**src/rtl/acc_pkg.sv**
```systemverilog
// -----------------------------------------------------------------------------
// acc_pkg
// Shared definitions for the accumulator read path: sequencer state encoding,
// accumulator input-select codes and default address / burst-length widths.
// -----------------------------------------------------------------------------
package acc_pkg;

   // Default SRAM address width (2^ACC_ADDR_W words) and burst-length width.
   localparam int ACC_ADDR_W = 4;
   localparam int ACC_LEN_W  = 5;

   // Accumulator input select: CLR holds the accumulator at zero,
   // ACC adds the SRAM read data into it.
   localparam logic [1:0] ACC_SEL_CLR = 2'b00;
   localparam logic [1:0] ACC_SEL_ACC = 2'b11;

   // Read sequencer states.
   typedef enum logic [1:0] {
      IDLE  = 2'd0,
      ISSUE = 2'd1,
      WAIT  = 2'd2,
      DONE  = 2'd3
   } acc_state_t;

endpackage : acc_pkg

```
**src/rtl/acc_rd_seq_if.sv**
```systemverilog
// -----------------------------------------------------------------------------
// acc_rd_seq_if
// Control / SRAM-side bundle of the accumulator read sequencer.
//   iStart    : start request (sampled in IDLE only)
//   iBaseAddr : first read address, captured with iStart
//   iLen      : burst length N (1..2^ADDR_W), captured with iStart
//   iAbort    : synchronous abort of the current burst
//   oRdEn     : SRAM read enable
//   oAddr     : SRAM read address
//   oInSel    : accumulator input select (00 clear, 11 accumulate)
//   oEnOut    : accumulator final-output enable
//   oBusy     : sequencer not in IDLE
//   oDone     : one-cycle pulse aligned with the accumulator result
// Modports: slave = the sequencer, master = the controlling side.
// -----------------------------------------------------------------------------
interface acc_rd_seq_if
   import acc_pkg::*;
#(
   parameter int ADDR_W = ACC_ADDR_W,
   parameter int LEN_W  = ACC_LEN_W
);

   logic              iStart;
   logic [ADDR_W-1:0] iBaseAddr;
   logic [LEN_W-1:0]  iLen;
   logic              iAbort;
   logic              oRdEn;
   logic [ADDR_W-1:0] oAddr;
   logic [1:0]        oInSel;
   logic              oEnOut;
   logic              oBusy;
   logic              oDone;

   modport slave (
      input  iStart, iBaseAddr, iLen, iAbort,
      output oRdEn, oAddr, oInSel, oEnOut, oBusy, oDone
   );

   modport master (
      output iStart, iBaseAddr, iLen, iAbort,
      input  oRdEn, oAddr, oInSel, oEnOut, oBusy, oDone
   );

endinterface : acc_rd_seq_if

```
**src/rtl/acc_rd_seq.sv**
```systemverilog
// -----------------------------------------------------------------------------
// acc_rd_seq
// Read sequencer feeding a saturating accumulator. A start pulse launches a
// burst of N consecutive SRAM reads (address wraps modulo 2^ADDR_W); the
// accumulator controls are delayed one cycle to line up with the SRAM read
// latency so the final sum appears together with oDone, N+2 cycles after the
// start was sampled. All outputs are registered.
// Ports:
//   iClk : clock, rising edge
//   iRsn : asynchronous active-low reset
//   bus  : acc_rd_seq_if.slave (start/abort controls, SRAM and accumulator
//          controls, status)
// -----------------------------------------------------------------------------
module acc_rd_seq
   import acc_pkg::*;
#(
   parameter int ADDR_W = ACC_ADDR_W,
   parameter int LEN_W  = ACC_LEN_W
) (
   input logic         iClk,
   input logic         iRsn,
   acc_rd_seq_if.slave bus
);

   acc_state_t        state_q, state_d;
   logic [ADDR_W-1:0] addr_q, addr_d;
   logic [LEN_W-1:0]  cnt_q, cnt_d;      // reads remaining after the current one
   logic              rd_en_q, rd_en_d;
   logic              vld_q, vld_d;      // SRAM data valid (read enable delayed)
   logic              last_q, last_d;    // valid data is the final word
   logic [1:0]        in_sel_q, in_sel_d;
   logic              en_out_q, en_out_d;
   logic              done_q, done_d;
   logic              busy_q, busy_d;
   logic              len_ok;

   // Legal length is 1..2^ADDR_W; compared at 32 bits so LEN_W == ADDR_W works.
   assign len_ok = (bus.iLen != '0) && (32'(bus.iLen) <= (32'd1 << ADDR_W));

   always_ff @(posedge iClk or negedge iRsn) begin
      if (!iRsn) begin
         state_q  <= IDLE;
         addr_q   <= '0;
         cnt_q    <= '0;
         rd_en_q  <= 1'b0;
         vld_q    <= 1'b0;
         last_q   <= 1'b0;
         in_sel_q <= ACC_SEL_CLR;
         en_out_q <= 1'b0;
         done_q   <= 1'b0;
         busy_q   <= 1'b0;
      end else begin
         state_q  <= state_d;
         addr_q   <= addr_d;
         cnt_q    <= cnt_d;
         rd_en_q  <= rd_en_d;
         vld_q    <= vld_d;
         last_q   <= last_d;
         in_sel_q <= in_sel_d;
         en_out_q <= en_out_d;
         done_q   <= done_d;
         busy_q   <= busy_d;
      end
   end

   always_comb begin
      state_d = state_q;
      addr_d  = addr_q;
      cnt_d   = cnt_q;
      // One-cycle pipe behind the read enable; the last read is the one
      // issued with no reads remaining.
      vld_d   = rd_en_q;
      last_d  = rd_en_q && (cnt_q == '0);
      done_d  = en_out_q;

      unique case (state_q)
         IDLE: begin
            if (bus.iStart && len_ok) begin
               state_d = ISSUE;
               addr_d  = bus.iBaseAddr;
               cnt_d   = bus.iLen - LEN_W'(1);
            end
         end
         ISSUE: begin
            if (cnt_q == '0) begin
               state_d = WAIT;
            end else begin
               addr_d = addr_q + ADDR_W'(1);
               cnt_d  = cnt_q - LEN_W'(1);
            end
         end
         WAIT:    state_d = DONE;
         DONE:    state_d = IDLE;
         default: state_d = IDLE;
      endcase

      // Abort beats everything, including a start in the same cycle; clearing
      // the valid pipe drops in-flight data and suppresses oEnOut/oDone.
      if (bus.iAbort) begin
         state_d = IDLE;
         vld_d   = 1'b0;
         last_d  = 1'b0;
         done_d  = 1'b0;
      end

      rd_en_d  = (state_d == ISSUE);
      in_sel_d = vld_d ? ACC_SEL_ACC : ACC_SEL_CLR;
      en_out_d = vld_d && last_d;
      busy_d   = (state_d != IDLE);
   end

   assign bus.oRdEn  = rd_en_q;
   assign bus.oAddr  = addr_q;
   assign bus.oInSel = in_sel_q;
   assign bus.oEnOut = en_out_q;
   assign bus.oDone  = done_q;
   assign bus.oBusy  = busy_q;

endmodule : acc_rd_seq

```
**src/flat_wrapper.sv**
```systemverilog
// flat-port wrapper written by rule: the top's interface ports become plain ports
module acc_rd_seq_flat import acc_pkg::*;
#(
   parameter int ADDR_W = ACC_ADDR_W,
   parameter int LEN_W  = ACC_LEN_W
)
  (iClk, iRsn, bus_iStart, bus_iBaseAddr, bus_iLen, bus_iAbort, bus_oRdEn, bus_oAddr, bus_oInSel, bus_oEnOut, bus_oBusy, bus_oDone);
  acc_rd_seq_if #(.ADDR_W(ADDR_W), .LEN_W(LEN_W)) bus_i ();
  input logic iClk;
  input logic iRsn;
  input wire logic [$bits(bus_i.iStart)-1:0] bus_iStart;
  input wire logic [$bits(bus_i.iBaseAddr)-1:0] bus_iBaseAddr;
  input wire logic [$bits(bus_i.iLen)-1:0] bus_iLen;
  input wire logic [$bits(bus_i.iAbort)-1:0] bus_iAbort;
  output wire logic [$bits(bus_i.oRdEn)-1:0] bus_oRdEn;
  output wire logic [$bits(bus_i.oAddr)-1:0] bus_oAddr;
  output wire logic [$bits(bus_i.oInSel)-1:0] bus_oInSel;
  output wire logic [$bits(bus_i.oEnOut)-1:0] bus_oEnOut;
  output wire logic [$bits(bus_i.oBusy)-1:0] bus_oBusy;
  output wire logic [$bits(bus_i.oDone)-1:0] bus_oDone;
  assign bus_i.iStart = bus_iStart;
  assign bus_i.iBaseAddr = bus_iBaseAddr;
  assign bus_i.iLen = bus_iLen;
  assign bus_i.iAbort = bus_iAbort;
  assign bus_oRdEn = bus_i.oRdEn;
  assign bus_oAddr = bus_i.oAddr;
  assign bus_oInSel = bus_i.oInSel;
  assign bus_oEnOut = bus_i.oEnOut;
  assign bus_oBusy = bus_i.oBusy;
  assign bus_oDone = bus_i.oDone;
  acc_rd_seq #(.ADDR_W(ADDR_W), .LEN_W(LEN_W)) u_core (.iClk(iClk), .iRsn(iRsn), .bus(bus_i));
endmodule
```
**config.mk**
```make
export PLATFORM = sky130hd
export DESIGN_NAME = acc_rd_seq_flat
export DESIGN_NICKNAME = d
export VERILOG_FILES = /design/src/rtl/acc_pkg.sv /design/src/rtl/acc_rd_seq_if.sv /design/src/rtl/acc_rd_seq.sv /design/src/flat_wrapper.sv
export SDC_FILE = /design/constraint.sdc
export NUM_CORES = 1
export LEC_CHECK = 0
export CAP_MARGIN = 10
export CORE_UTILIZATION = 53
export CTS_CLUSTER_SIZE = 24
export DETAILED_ROUTE_END_ITERATION = 6
export PLACE_DENSITY = 0.83
export SLEW_MARGIN = 25
export SYNTH_ARGS = -nofsm -noshare
export SYNTH_HDL_FRONTEND = slang
export SYNTH_SLANG_ARGS = --single-unit
```
**constraint.sdc**
```tcl
create_clock -name iClk -period 4.6 [get_ports iClk]
set_input_delay 0.69 -clock iClk [delete_from_list [all_inputs] [get_ports iClk]]
set_output_delay 0.69 -clock iClk [all_outputs]
set_load 0.02 [all_outputs]
```
After elaboration in Yosys (flattened, before gate mapping)
Index checks and enable logic that the tools add are counted.
{"block": "totals", "ff_bits": 17, "latch_bits": 0, "ramBits": 0, "rom_bits": 0, "input_bits": 13, "output_inout_bits": 10, "memories": 0}
{"block": "classes", "n_addsub": 3, "multipliers": 0, "n_div": 0, "order_cmp": 1, "n_eq_ne": 6, "shifts": 0, "mux": 14, "bitwise": 0, "reduce_logical": 10}
{"op": "5-bit 2-to-1 mux", "count": 2}
{"op": "5-bit one-hot mux with 2 select lines", "count": 1}
{"op": "5-bit by 1-bit subtractor with 5-bit output (second input constant)", "count": 2}
{"op": "2-bit 2-to-1 mux", "count": 4}
{"op": "4-bit 2-to-1 mux", "count": 2}
{"op": "2-bit one-hot mux with 4 select lines", "count": 1}
{"op": "4-bit one-hot mux with 2 select lines", "count": 1}
{"op": "5-bit <= comparator (second input constant)", "count": 1}
{"op": "5-bit zero test", "count": 1}
{"op": "5-bit nonzero test", "count": 1}
{"op": "4-bit by 1-bit adder with 4-bit output (second input constant)", "count": 1}
{"op": "2-bit by 1-bit == test with 1-bit output (second input constant)", "count": 2}
{"op": "2-bit == test (second input constant)", "count": 2}
{"op": "1-bit logical AND", "count": 4}
{"op": "2-bit nonzero test", "count": 2}
{"op": "1-bit 2-to-1 mux", "count": 3}
{"op": "3-bit AND reduction", "count": 1}
{"op": "2-bit zero test", "count": 1}
{"op": "2-bit by 1-bit inequality test with 1-bit output (second input constant)", "count": 1}
{"op": "2-bit inequality test (second input constant)", "count": 1}

Longest topological paths before layout
{"block": "depth", "word_depth": 7, "mapped_depth": 9, "depth_no_buf": 7}

Worst setup path before layout
No wires, ideal clock.
{"block": "synth_timing", "kind": "input to register", "start": "input bus_iLen[4]", "end": "register u_core.cnt_q[0]", "setup_ns": 0.125, "arrival_time_ns": 1.908, "required_time_ns": 4.475, "slack_ns": 2.567, "path_stages": 4, "path_buffers": 0, "cell_sequence": "or4b_4 -> mux2_4 -> nand2_2 -> mux2_4"}
{"block": "synth_via", "elab_chain_cells": 5, "elab_cells_between_ends": 6, "cone_classes": "order compare: 1; eq/ne: 1; reduce/logical: 4"}
{"item": "start, declared", "line_no": "flat_wrapper.sv:13", "text": "input wire logic [$bits(bus_i.iLen)-1:0] bus_iLen;"}
{"item": "5-bit <= comparator or 5-bit nonzero test (tied branches)", "line_no": "acc_rd_seq.sv:38", "text": "assign len_ok = (bus.iLen != '0) && (32'(bus.iLen) <= (32'd1 << ADDR_W));"}
{"item": "1-bit logical AND *", "line_no": "acc_rd_seq.sv:38"}
{"item": "1-bit logical AND *", "line_no": "acc_rd_seq.sv:78", "text": "if (bus.iStart && len_ok) begin"}
{"item": "2-bit by 1-bit inequality test with 1-bit output (no line) *"}
{"item": "3-bit AND reduction (no line) *"}
{"item": "end signal, assigned", "line_no": "acc_rd_seq.sv:55", "text": "cnt_q <= cnt_d;"}
{"item": "end, declared", "line_no": "acc_rd_seq.sv:27", "text": "logic [LEN_W-1:0] cnt_q, cnt_d;"}
Mark *: on every way between the ends. The rest lies on a longest branch, timed or not.
A chain may end at the register's enable or synchronous reset.

Worst setup path after layout
{"block": "layout_timing", "start": "register u_core.state_q[0]", "end": "register u_core.cnt_q[4]"}
{"block": "layout_via", "elab_chain_cells": 3, "elab_cells_between_ends": 7, "cone_classes": "eq/ne: 3; mux: 1; reduce/logical: 3"}
{"item": "start, declared", "line_no": "acc_rd_seq.sv:25", "text": "acc_state_t state_q, state_d;"}
{"item": "start signal, assigned", "line_no": "acc_rd_seq.sv:53", "text": "state_q <= state_d;"}
{"item": "2-bit by 1-bit == test with 1-bit output or 2-bit zero test (tied branches)", "line_no": "acc_rd_seq.sv:76", "text": "unique case (state_q)"}
{"item": "2-bit inequality test (no line), or another cell as far along"}
{"item": "3-bit AND reduction (no line)"}
Several ways; a longest one is shown, not always the timed one.

==> results.toml <==
[synthesis]
synth.ff_latch_count = 16
ys_seq_area_frac = 0.382
synth.area.top_cells = "dfrtp_1, a211oi_1, mux2i_1"
syn_area_um2 = 1050
ys_warn_count = 0
synth_edf_count = 0
synth_top_area_share = 0.382
syn-instance-count = 109
synth_most_common_cell = "dfrtp_1"
synth_common_cells = "dfrtp_1, nor2_1, nor3_1"
syn_nets = 124
synth_ff_type = "dfrtp_1"
synth_top_cell_by_area = "dfrtp_1"
async_flop_share = 1.00
ys_types = 44
avgSynthCellArea_um2 = 9.61

[timing]
rsz0062_at_grt = "no"
fin_crit_ns = 2.47
skew_ns = 0.00800
setup_violations = 0
tns_ns = 0
finalMaxSlewViolations = 0
tightest_slew_ns = 0.765
finalCritPeriodShare = 0.538
relSlewSlack = 0.485
fmax_mhz = 404
hold_viol = 0

[setup_path]
path_class = "flop to flop"
timing.rr.start = "u_core.state_q[0]"
required_ns = 4.83
critPathBufInv = 1
r2r_cells = 7
r2r-end = "u_core.cnt_q[4]"
critPathMaxStageDelay_ns = 0.58
crit_slowest_cell = "dfrtp_1"
path_cells = "nor2b_1 > mux2i_1 > ha_1 > inv_1 > o21ai_0 > o21ai_0 > o2bb2a_1"
critPathMaxFanout = 13
cp-start-kind = "flop"
reg2reg_slack_ns = 2.13
critPathArrivalTime_ns = 2.71
path_delay_family = "flip-flops"
worst_setup_path_end_kind = "flop"
crit_top_cell = "o21ai_0"

[outcome]
status = "finished clean"

[global_route]
met2_usage = 0.428
grt_overflow_total = 0
grt.total_usage = 0.262
grt_pass1_wl_um = 3890
use_met1 = 0.343
grt_max_degree = 17
top_usage_layer = "met2"
antenna_found_initial = 0
grt_pass1_vias = 823
grtUsageMet3 = 0.0353

[cells_and_area]
nNetsFinal = 146
multi_input_area_um2 = 601
nFillCells = 144
fin_area_um2 = 1310
n_antenna_cell = 0
syn_to_final_growth_pct = 24.9
fin_util = 0.733
seqCellArea_um2 = 400
drive_above_1_share = 0.115

[floorplan]
start_util = 0.587
fp.dieW_um = 46.5
ioPinCount = 23
row_count = 15
core_region_area_um2 = 1780
die_y_um = 46.5
dieArea_um2 = 2160

[drt]
vias = 950
drt_iter0_drc = 38
vias_per_cell = 6.13
wl_um = 2520
wl_per_cell_um = 16.3
drc = 0
ant_nets = 0
drt-pass1-iter-count = 4

[hold_path]
hold_path.startpoint = "u_core.bus.oEnOut"
hold_depth = 1
min_path_type = "flop to flop"
worstHoldEndpoint = "u_core.bus.oDone"

[clocking]
cts_tree = "yes"
cts-root-buf = "clkbuf_4"
clock_latency_ns = 0.29
cts_htree_levels = 1
post_cts_buffers = 0
cts_made_buffers = 3
cts.sinks = 16
clk_pin_slew_ns = 0.09
ctsHoldBuffers = 0
cts_resized = 0
clockBufferDepth = 2

[place]
io_buffers = 22
dpl_cell_area_um2 = 1270
gp_congestion = 0.931
dp.final_hpwl_um = 1810

[power_and_ir_drop]
peakVddDrop_mv = 0.221
power_density_nw_per_um2 = 390
p_leak_nw = 0.558

[run]
maxCapViolations = 0
-- cells by family (layout without fill, tap and decap cells) --
| kind of cell | after synthesis | count (layout) | share of synthesized area |
|---|---|---|---|
| muxes | 7 | 7 | 0.0800 |
| adders and majority gates | 2 | 2 | 0.0239 |
| xor gates and xnor gates | 1 | 1 | 0.00836 |
| and+or+nand+nor | 43 | 43 | 0.254 |
| AOI/OAI and AO/OA | 30 | 30 | 0.207 |
| DFF | 16 | 16 | 0.382 |
| buffers and inverters | 10 | 31 | 0.0442 |
-- worst max path at each step --
stage | start | slack, ns | cells past startpoint | endpoint
after floorplan | bus_iLen[4] | 2.57 | 4 | u_core.cnt_q[0]
after global placement | bus_iLen[4] | 1.96 | 5 | u_core.cnt_q[0]
after detailed placement | bus_iLen[4] | 1.92 | 5 | u_core.cnt_q[0]
after CTS | u_core.state_q[0] | 2.14 | 7 | u_core.cnt_q[4]
after global routing | u_core.state_q[0] | 1.89 | 7 | u_core.cnt_q[4]
final | u_core.state_q[0] | 2.13 | 7 | u_core.cnt_q[4]
-- layout make-up --
| type | count | area share |
|---|---|---|
| multi-input cells | 83 | 0.459 |
| well taps | 25 | 0.0239 |
| inverters | 5 | 0.0144 |
| clock buffers | 4 | 0.0278 |
| flip-flops and latches | 16 | 0.306 |
| repair buffers | 22 | 0.168 |
-- stage by stage --
stage | setup WS [ns] | power, W | cells | hold slack (ns)
finish | 2.13 | 0.000510 | 155 | 0.539
global route | 1.89 | 0.000540 | 155 | 0.576
CTS | 2.14 | 0.000509 | 155 | 0.557
detailed placement | 1.92 | 0.000415 | 151 | 0.532
global placement | 1.96 | 0.000409 | 151 | 0.482
floorplan | 2.57 | 0.000336 | 109 | 0.394
-- registers in the layout (all words and copies together) (netlist names) --
signal             cells
u_core.bus.oRdEn       1
u_core.bus.oInSel      1
u_core.state_q         2
u_core.bus.oBusy       1
u_core.bus.oDone       1
u_core.bus.oAddr       4
u_core.bus.oEnOut      1
u_core.cnt_q           5
-- layer usage --
layer  up-vias  wire, um
met5         -         0
met4         0        41
met3         5       141
met2        52      1200
met1       441      1140
li1        452         -
-- cells in the final DEF, fill, tap and decap left out, drive strengths merged, types with 2 or more instances in the layout --
master and n:
clkdlybuf4s50 22, dfrtp 16, nor2 7, nor3 7, nand2 7, a211oi 6
a21oi 6, nor2b 5, inv 5, mux2i 5, clkbuf 4, a21o 3
nand2b 2, mux2 2, and3 2, a31oi 2, o22ai 2, or2 2
o21ai 2, o31ai 2, ha 2, nor4 2, or4b 2
-- report_power, final --
part	internal, W	switching (W)
Combinational	0.0000973	0.0000986
Sequential	0.000174	0.0000451
Clock	0.0000483	0.0000469
No activity file was read; power rests on OpenSTA's default activity.
